**src/rtl/mem_port_sched_pkg.sv**
```systemverilog
// Shared types for the OTTER data-memory port scheduler: CDB tag, scheduler
// state encoding and memory-type field constants.
package mem_port_sched_pkg;

    localparam int TAG_W = 5;
    typedef logic [TAG_W-1:0] RS_tag_type;

    typedef enum logic [1:0] {
        IDLE   = 2'd0,
        ACCESS = 2'd1,
        BCAST  = 2'd2
    } sched_state_e;

    localparam logic [1:0] MEM_SIZE_BYTE = 2'b00;
    localparam logic [1:0] MEM_SIZE_HALF = 2'b01;
    localparam logic [1:0] MEM_SIZE_WORD = 2'b10;
    localparam int MEM_TYPE_UNSIGNED_BIT = 2;

endpackage

```
**src/rtl/mem_port_sched_rr_arbiter.sv**
```systemverilog
// Round-robin pick among N requesters: the first asserted req at or above ptr
// (wrapping) wins; returns one-hot grant, winner index and a valid flag.
module rr_arbiter #(
    parameter int N = 2
) (
    input  logic [N-1:0]         req,
    input  logic [$clog2(N)-1:0] ptr,
    output logic [N-1:0]         gnt,
    output logic [$clog2(N)-1:0] idx,
    output logic                 valid
);

    always_comb begin
        gnt   = '0;
        idx   = '0;
        valid = 1'b0;
        // Scan from the farthest offset down so the nearest requester overwrites last.
        for (int off = N - 1; off >= 0; off--) begin
            if (req[(int'(ptr) + off) % N]) begin
                gnt = '0;
                gnt[(int'(ptr) + off) % N] = 1'b1;
                idx   = $clog2(N)'((int'(ptr) + off) % N);
                valid = 1'b1;
            end
        end
    end

endmodule

```
**src/rtl/mem_port_sched.sv**
```systemverilog
// Data-memory port scheduler: shares MEM_ADDR2 between N_LD load stations and
// the store drain, and broadcasts load results on the CDB. Optional watchdog: MEM_TIMEOUT_EN.
module mem_port_sched
    import mem_port_sched_pkg::*;
#(
    parameter int N_LD    = 2,
    parameter int TIMEOUT = 15
) (
    input  logic                       CLK,
    input  logic                       RST_N,
    input  logic [N_LD-1:0]            ld_req,
    input  logic [N_LD-1:0][31:0]      ld_addr,
    input  logic [N_LD-1:0][2:0]       ld_type,
    input  RS_tag_type [N_LD-1:0]      ld_tag,
    output logic [N_LD-1:0]            ld_grant,
    input  logic                       st_req,
    input  logic [31:0]                st_addr,
    input  logic [31:0]                st_data,
    input  logic [2:0]                 st_type,
    output logic                       st_ack,
    input  logic                       flush,
    output logic [31:0]                MEM_ADDR2,
    output logic [31:0]                MEM_DIN2,
    output logic                       MEM_READ,
    output logic                       MEM_WRITE,
    output logic [1:0]                 MEM_SIZE,
    output logic                       MEM_SIGN,
    input  logic                       mem_resp_valid,
    input  logic [31:0]                mem_data_in,
    output logic                       CDB_req,
    input  logic                       CDB_grant,
    output logic [31:0]                CDB_val,
    output RS_tag_type                 CDB_tag,
    output logic                       busy,
    output logic                       timeout_err
);

    localparam int PW = $clog2(N_LD);

    sched_state_e   state_q, state_d;
    logic [PW-1:0]  rr_ptr_q, rr_ptr_d;
    logic           is_store_q, is_store_d;
    logic           discard_q, discard_d;
    logic [31:0]    addr_q, addr_d;
    logic [31:0]    data_q, data_d;
    logic [2:0]     type_q, type_d;
    RS_tag_type     tag_q, tag_d;
    logic [31:0]    cdb_val_q, cdb_val_d;

    logic [N_LD-1:0] arb_gnt;
    logic [PW-1:0]   arb_idx;
    logic            arb_valid;

`ifdef MEM_TIMEOUT_EN
    localparam logic [3:0] TO_LIMIT = 4'(TIMEOUT);
    logic [3:0] cnt_q, cnt_d;
    logic       err_q, err_d;
`else
    logic unused_timeout_cfg;
    assign unused_timeout_cfg = ^4'(TIMEOUT);
`endif

    rr_arbiter #(.N(N_LD)) u_arb (
        .req   (ld_req),
        .ptr   (rr_ptr_q),
        .gnt   (arb_gnt),
        .idx   (arb_idx),
        .valid (arb_valid)
    );

    always_comb begin
        state_d    = state_q;
        rr_ptr_d   = rr_ptr_q;
        is_store_d = is_store_q;
        discard_d  = discard_q;
        addr_d     = addr_q;
        data_d     = data_q;
        type_d     = type_q;
        tag_d      = tag_q;
        cdb_val_d  = cdb_val_q;
        ld_grant   = '0;
        st_ack     = 1'b0;
`ifdef MEM_TIMEOUT_EN
        cnt_d      = cnt_q;
        err_d      = err_q;
`endif
        case (state_q)
            IDLE: begin
                if (st_req) begin
                    is_store_d = 1'b1;
                    addr_d     = st_addr;
                    data_d     = st_data;
                    type_d     = st_type;
                    state_d    = ACCESS;
`ifdef MEM_TIMEOUT_EN
                    cnt_d      = '0;
`endif
                end else if (arb_valid && !flush) begin
                    ld_grant   = arb_gnt;
                    is_store_d = 1'b0;
                    addr_d     = ld_addr[arb_idx];
                    data_d     = '0;
                    type_d     = ld_type[arb_idx];
                    tag_d      = ld_tag[arb_idx];
                    rr_ptr_d   = (arb_idx == PW'(N_LD - 1)) ? '0 : arb_idx + 1'b1;
                    state_d    = ACCESS;
`ifdef MEM_TIMEOUT_EN
                    cnt_d      = '0;
`endif
                end
            end
            ACCESS: begin
                if (mem_resp_valid) begin
                    if (is_store_q) begin
                        st_ack  = 1'b1;
                        state_d = IDLE;
                    end else begin
                        cdb_val_d = mem_data_in;
                        // A flush arriving with the response still squashes it.
                        if (discard_q || flush) begin
                            discard_d = 1'b0;
                            state_d   = IDLE;
                        end else begin
                            state_d = BCAST;
                        end
                    end
                end else begin
                    if (!is_store_q && flush) discard_d = 1'b1;
`ifdef MEM_TIMEOUT_EN
                    cnt_d = cnt_q + 4'd1;
                    if (cnt_d == TO_LIMIT) begin
                        err_d     = 1'b1;
                        discard_d = 1'b0;
                        state_d   = IDLE;
                    end
`endif
                end
            end
            BCAST: begin
                if (CDB_grant || flush) state_d = IDLE;
            end
            default: state_d = IDLE;
        endcase
    end

    always_ff @(posedge CLK or negedge RST_N) begin
        if (!RST_N) begin
            state_q    <= IDLE;
            rr_ptr_q   <= '0;
            is_store_q <= 1'b0;
            discard_q  <= 1'b0;
            addr_q     <= '0;
            data_q     <= '0;
            type_q     <= '0;
            tag_q      <= '0;
            cdb_val_q  <= '0;
`ifdef MEM_TIMEOUT_EN
            cnt_q      <= '0;
            err_q      <= 1'b0;
`endif
        end else begin
            state_q    <= state_d;
            rr_ptr_q   <= rr_ptr_d;
            is_store_q <= is_store_d;
            discard_q  <= discard_d;
            addr_q     <= addr_d;
            data_q     <= data_d;
            type_q     <= type_d;
            tag_q      <= tag_d;
            cdb_val_q  <= cdb_val_d;
`ifdef MEM_TIMEOUT_EN
            cnt_q      <= cnt_d;
            err_q      <= err_d;
`endif
        end
    end

    assign MEM_READ  = (state_q == ACCESS) && !is_store_q;
    assign MEM_WRITE = (state_q == ACCESS) && is_store_q;
    assign MEM_ADDR2 = addr_q;
    assign MEM_DIN2  = data_q;
    assign MEM_SIZE  = type_q[1:0];
    assign MEM_SIGN  = type_q[MEM_TYPE_UNSIGNED_BIT];
    assign CDB_req   = (state_q == BCAST);
    assign CDB_val   = cdb_val_q;
    assign CDB_tag   = tag_q;
    assign busy      = (state_q != IDLE);
`ifdef MEM_TIMEOUT_EN
    assign timeout_err = err_q;
`else
    assign timeout_err = 1'b0;
`endif

endmodule
```
**config.mk**
```make
export PLATFORM = sky130hd
export DESIGN_NAME = mem_port_sched
export DESIGN_NICKNAME = d
export VERILOG_FILES = /design/src/rtl/mem_port_sched_pkg.sv /design/src/rtl/mem_port_sched_rr_arbiter.sv /design/src/rtl/mem_port_sched.sv
export SDC_FILE = /design/constraint.sdc
export NUM_CORES = 1
export LEC_CHECK = 0
export CORE_MARGIN = 2
export CORE_UTILIZATION = 35
export CTS_CLUSTER_DIAMETER = 40
export CTS_CLUSTER_SIZE = 14
export DETAILED_ROUTE_END_ITERATION = 8
export PLACE_DENSITY_LB_ADDON = 0.25
export SLEW_MARGIN = 20
export SYNTH_ARGS = -nofsm -noshare
export SYNTH_HDL_FRONTEND = slang
export SYNTH_SLANG_ARGS = --single-unit
```
**constraint.sdc**
```tcl
create_clock -name CLK -period 1.4 [get_ports CLK]
set_input_delay 0.28 -clock CLK [delete_from_list [all_inputs] [get_ports CLK]]
set_output_delay 0.28 -clock CLK [all_outputs]
set_load 0.02 [all_outputs]
```
==> flow_summary.ini <==
[run_status]
status = finished with violations
failed_checks = setup timing

[pwr]
int_pwr_w = 0.0110
max-vdd-ir-drop_uv = 1180
swShare_pct = 40.5
leakage_nw = 4.23
power_density_mw_per_mm2 = 1920
clockPowerShare_pct = 14.2
combinationalPowerShare_pct = 55.8
share_seq_of_total_power_pct = 30.0
power.switching_w = 0.00751

[place]
post-place-ws_ps = -828
detailed_place.area_mm2 = 0.00874
portBuffers = 297
place_congestion = 0.821
place.detailed.hpwl_mm = 13.8

[global_routing]
grt_first_pass_wirelength_mm = 30.0
largest_net_degree_at_the_start_of_global_routing = 73
grt_overflow_total = 0
grt_pass1_vias = 5560
global_route.usage.total_pct = 23.6
antenna_found_initial = 0

[floorplan]
placementRows = 45
die_area_mm2 = 0.0164
die_h_um = 128
ios = 299
coreArea_mm2 = 0.0151
initial_util_pct = 35.6
dieWidth_um = 128

[cells_and_area]
multi_input_area_mm2 = 0.00243
layout_commonest_cell = sky130_fd_sc_hd__clkdlybuf4s50_1
insertedDiodeCount = 0
drive_gt1_share_pct = 22.6
design.final.nets = 968
mostFrequentLayoutCells = 181 x sky130_fd_sc_hd__clkdlybuf4s50_1, 107 x sky130_fd_sc_hd__dfrtp_1, 94 x sky130_fd_sc_hd__dlygate4sd2_1, 40 x sky130_fd_sc_hd__inv_1, 39 x sky130_fd_sc_hd__buf_4
area_delta_synth_final_pct = 79.5
fillers = 1190
seqCellArea_mm2 = 0.00273
layout.cell_area.non_filler_mm2 = 0.00967

[sta]
timing_hold_violations_final = 0
clock-skew-final_ps = 6.97
grt_setup_unrepaired = true
setup_viol = 109
period_share_pct = 125
fmax_ghz = 0.570
max_slew.worst_pin.slew_ps = 539
fin_ws_ps = -353
min_period_ps = 1750
max-slew-margin-rel_pct = 64.0
final_max_slew_viol_count = 0

[clocking]
cts.clk_slew.worst_paths_ps = 80
clk_path_buf_depth = 2
htreeDepth = 3
numClockSinks = 109
tritoncts = yes
clk_root_buffer_cell = sky130_fd_sc_hd__clkbuf_16
clock_latency_on_the_worst_skew_pair_ps = 350
cts_inserted_buffers = 9

[critical_path]
worst-endpoint-arrival_ps = 2000
start_kind = flop
crit_fanout = 5
timing_worst_setup_path_type = flop to flop
required_ps = 1650
reg2reg_from = state_q[1]$_DFFE_PN0P_
worstSetupEndpointType = flop
crit_start = state_q[1]$_DFFE_PN0P_

[synthesis]
async_reset_ff_share_pct = 100
synth_ff_type = sky130_fd_sc_hd__dfrtp_1
syn-mean-instance-area_um2 = 11.8
synth.yosys.seq_area_share_pct = 50.6
yosys.cell_types.count = 35
yosys_warnings = 0
syn_area_mm2 = 0.00539
synth_seq_cells = 109
syn_nets = 642
synth_edf_count = 0
postSynthCellCount = 455

[routing]
drt-wirelength-per-cell_um = 21.9
drt_iter0_drc = 338
drcViolationCount = 0
drt_pass1_iterations = 5
vias_post_dr = 5363
antenna_violating_nets_post_route = 0
detail_route.vias_per_cell = 5.51
final_wirelength_mm = 21.3

[min_path]
min-delay-start = flush
hold_path_class = input port to flop

[flow_run]
max_cap_viols = 0
metal layers:
metal	GRT usage [%]	wire length, µm	vias up	part of all wire, %
met5	0	0	-	0
met4	9.31	616	0	2.9
met3	6.30	1720	45	8.1
met2	40.6	10600	276	50
met1	28.1	8390	2636	39
li1	-	-	2406	-
registers in the layout, indices dropped and copies added, names as in the netlist:
name / count
CDB_val: 32
MEM_ADDR2: 32
MEM_DIN2: 32
CDB_tag: 5
type_q: 3
state_q: 2
discard_q: 1
is_store_q: 1
rr_ptr_q: 1
what timing repair did:
action | CTS | global route
cloned | 4 | 13
buffers inserted | 10 | 10
endpoints found under the hold margin | 109 | 0
pin swaps | 4 | 4
setup endpoints to repair | 218 | 122
gates resized for setup | 166 | 50
hold buffers | 1 | 0
cell usage after synthesis (2+ instances only):
cell | n | share of area [%]
sky130_fd_sc_hd__dfrtp_1 | 109 | 51
sky130_fd_sc_hd__inv_1 | 40 | 2.8
sky130_fd_sc_hd__a22oi_1 | 36 | 5.0
sky130_fd_sc_hd__a211oi_1 | 35 | 4.9
sky130_fd_sc_hd__nor4_1 | 35 | 4.1
sky130_fd_sc_hd__a22o_1 | 32 | 5.2
sky130_fd_sc_hd__mux2_1 | 32 | 6.7
sky130_fd_sc_hd__o32ai_2 | 30 | 9.1
sky130_fd_sc_hd__clkbuf_1 | 28 | 2.0
sky130_fd_sc_hd__buf_2 | 17 | 1.6
sky130_fd_sc_hd__buf_6 | 9 | 1.9
sky130_fd_sc_hd__a21oi_1 | 6 | 0.56
sky130_fd_sc_hd__a31oi_1 | 5 | 0.58
sky130_fd_sc_hd__nand3_1 | 5 | 0.46
sky130_fd_sc_hd__o21ai_0 | 5 | 0.46
sky130_fd_sc_hd__o32ai_1 | 5 | 0.81
sky130_fd_sc_hd__nor2_1 | 4 | 0.28
sky130_fd_sc_hd__and2_1 | 2 | 0.23
sky130_fd_sc_hd__nand2_1 | 2 | 0.14
sky130_fd_sc_hd__nand2b_1 | 2 | 0.23
sky130_fd_sc_hd__nor2b_1 | 2 | 0.23
power groups by stage:
stage | clock (W) | sequential, W | combinational [W]
after floorplan | 0 | 0.00737 | 0.00323
after global placement | 0 | 0.00557 | 0.00986
after detailed placement | 0 | 0.00560 | 0.0100
after CTS | 0.00267 | 0.00554 | 0.00952
after global routing | 0.00281 | 0.00576 | 0.0109
final | 0.00264 | 0.00556 | 0.0104
final timing paths:
path / depth (start not counted) / slack (ps) / endpoint
worst max-delay path: 6 / -350 / CDB_val[23]$_DFFE_PN0P_
worst min-delay path: 3 / 230 / state_q[1]$_DFFE_PN0P_
worst max register to register: 6 / -350 / CDB_val[23]$_DFFE_PN0P_
worst min register to register: 1 / 480 / CDB_val[25]$_DFFE_PN0P_
max in group asynchronous: 3 / 560 / MEM_ADDR2[3]$_DFFE_PN0P_
min in group asynchronous: 3 / 440 / CDB_tag[0]$_DFFE_PN0P_
cell families after synthesis:
logic type	Yosys count	share of synthesized area, %
buf+inv	95	8.34
simple gates	58	6.59
mux	33	6.97
flops	109	50.6
other cells	1	0.0696
compound gates	159	27.4
critical path, stage by stage, from the launching register on:
cell,delay [ps]
sky130_fd_sc_hd__dfrtp_2,470
sky130_fd_sc_hd__buf_4,160
sky130_fd_sc_hd__nor4bb_4,270
sky130_fd_sc_hd__buf_6,200
sky130_fd_sc_hd__buf_4,120
sky130_fd_sc_hd__buf_6,120
sky130_fd_sc_hd__mux2_4,300
area by class of cell:
class | count | share of cell area, %
Timing Repair Buffer | 370 | 39.6
Sequential cell | 109 | 28.2
Multi-Input combinational cell | 251 | 25.1
Clock buffer | 10 | 2.47
Tap cell | 188 | 2.43
Inverter | 40 | 1.55
Clock inverter | 6 | 0.660
stage by stage:
stage	std cells	utilization (%)	power (W)	setup TNS [ps]	hold slack, ps
after floorplan	455	-	0.0106	-1760	-15.6
after global placement	921	57.7	0.0154	-60890	282
after detailed placement	921	57.7	0.0156	-65510	276
after CTS	952	60.7	0.0177	-28830	409
after global routing	974	63.9	0.0195	-36330	251
final	974	63.9	0.0185	-29910	232
(Power assumes the default switching activity.)
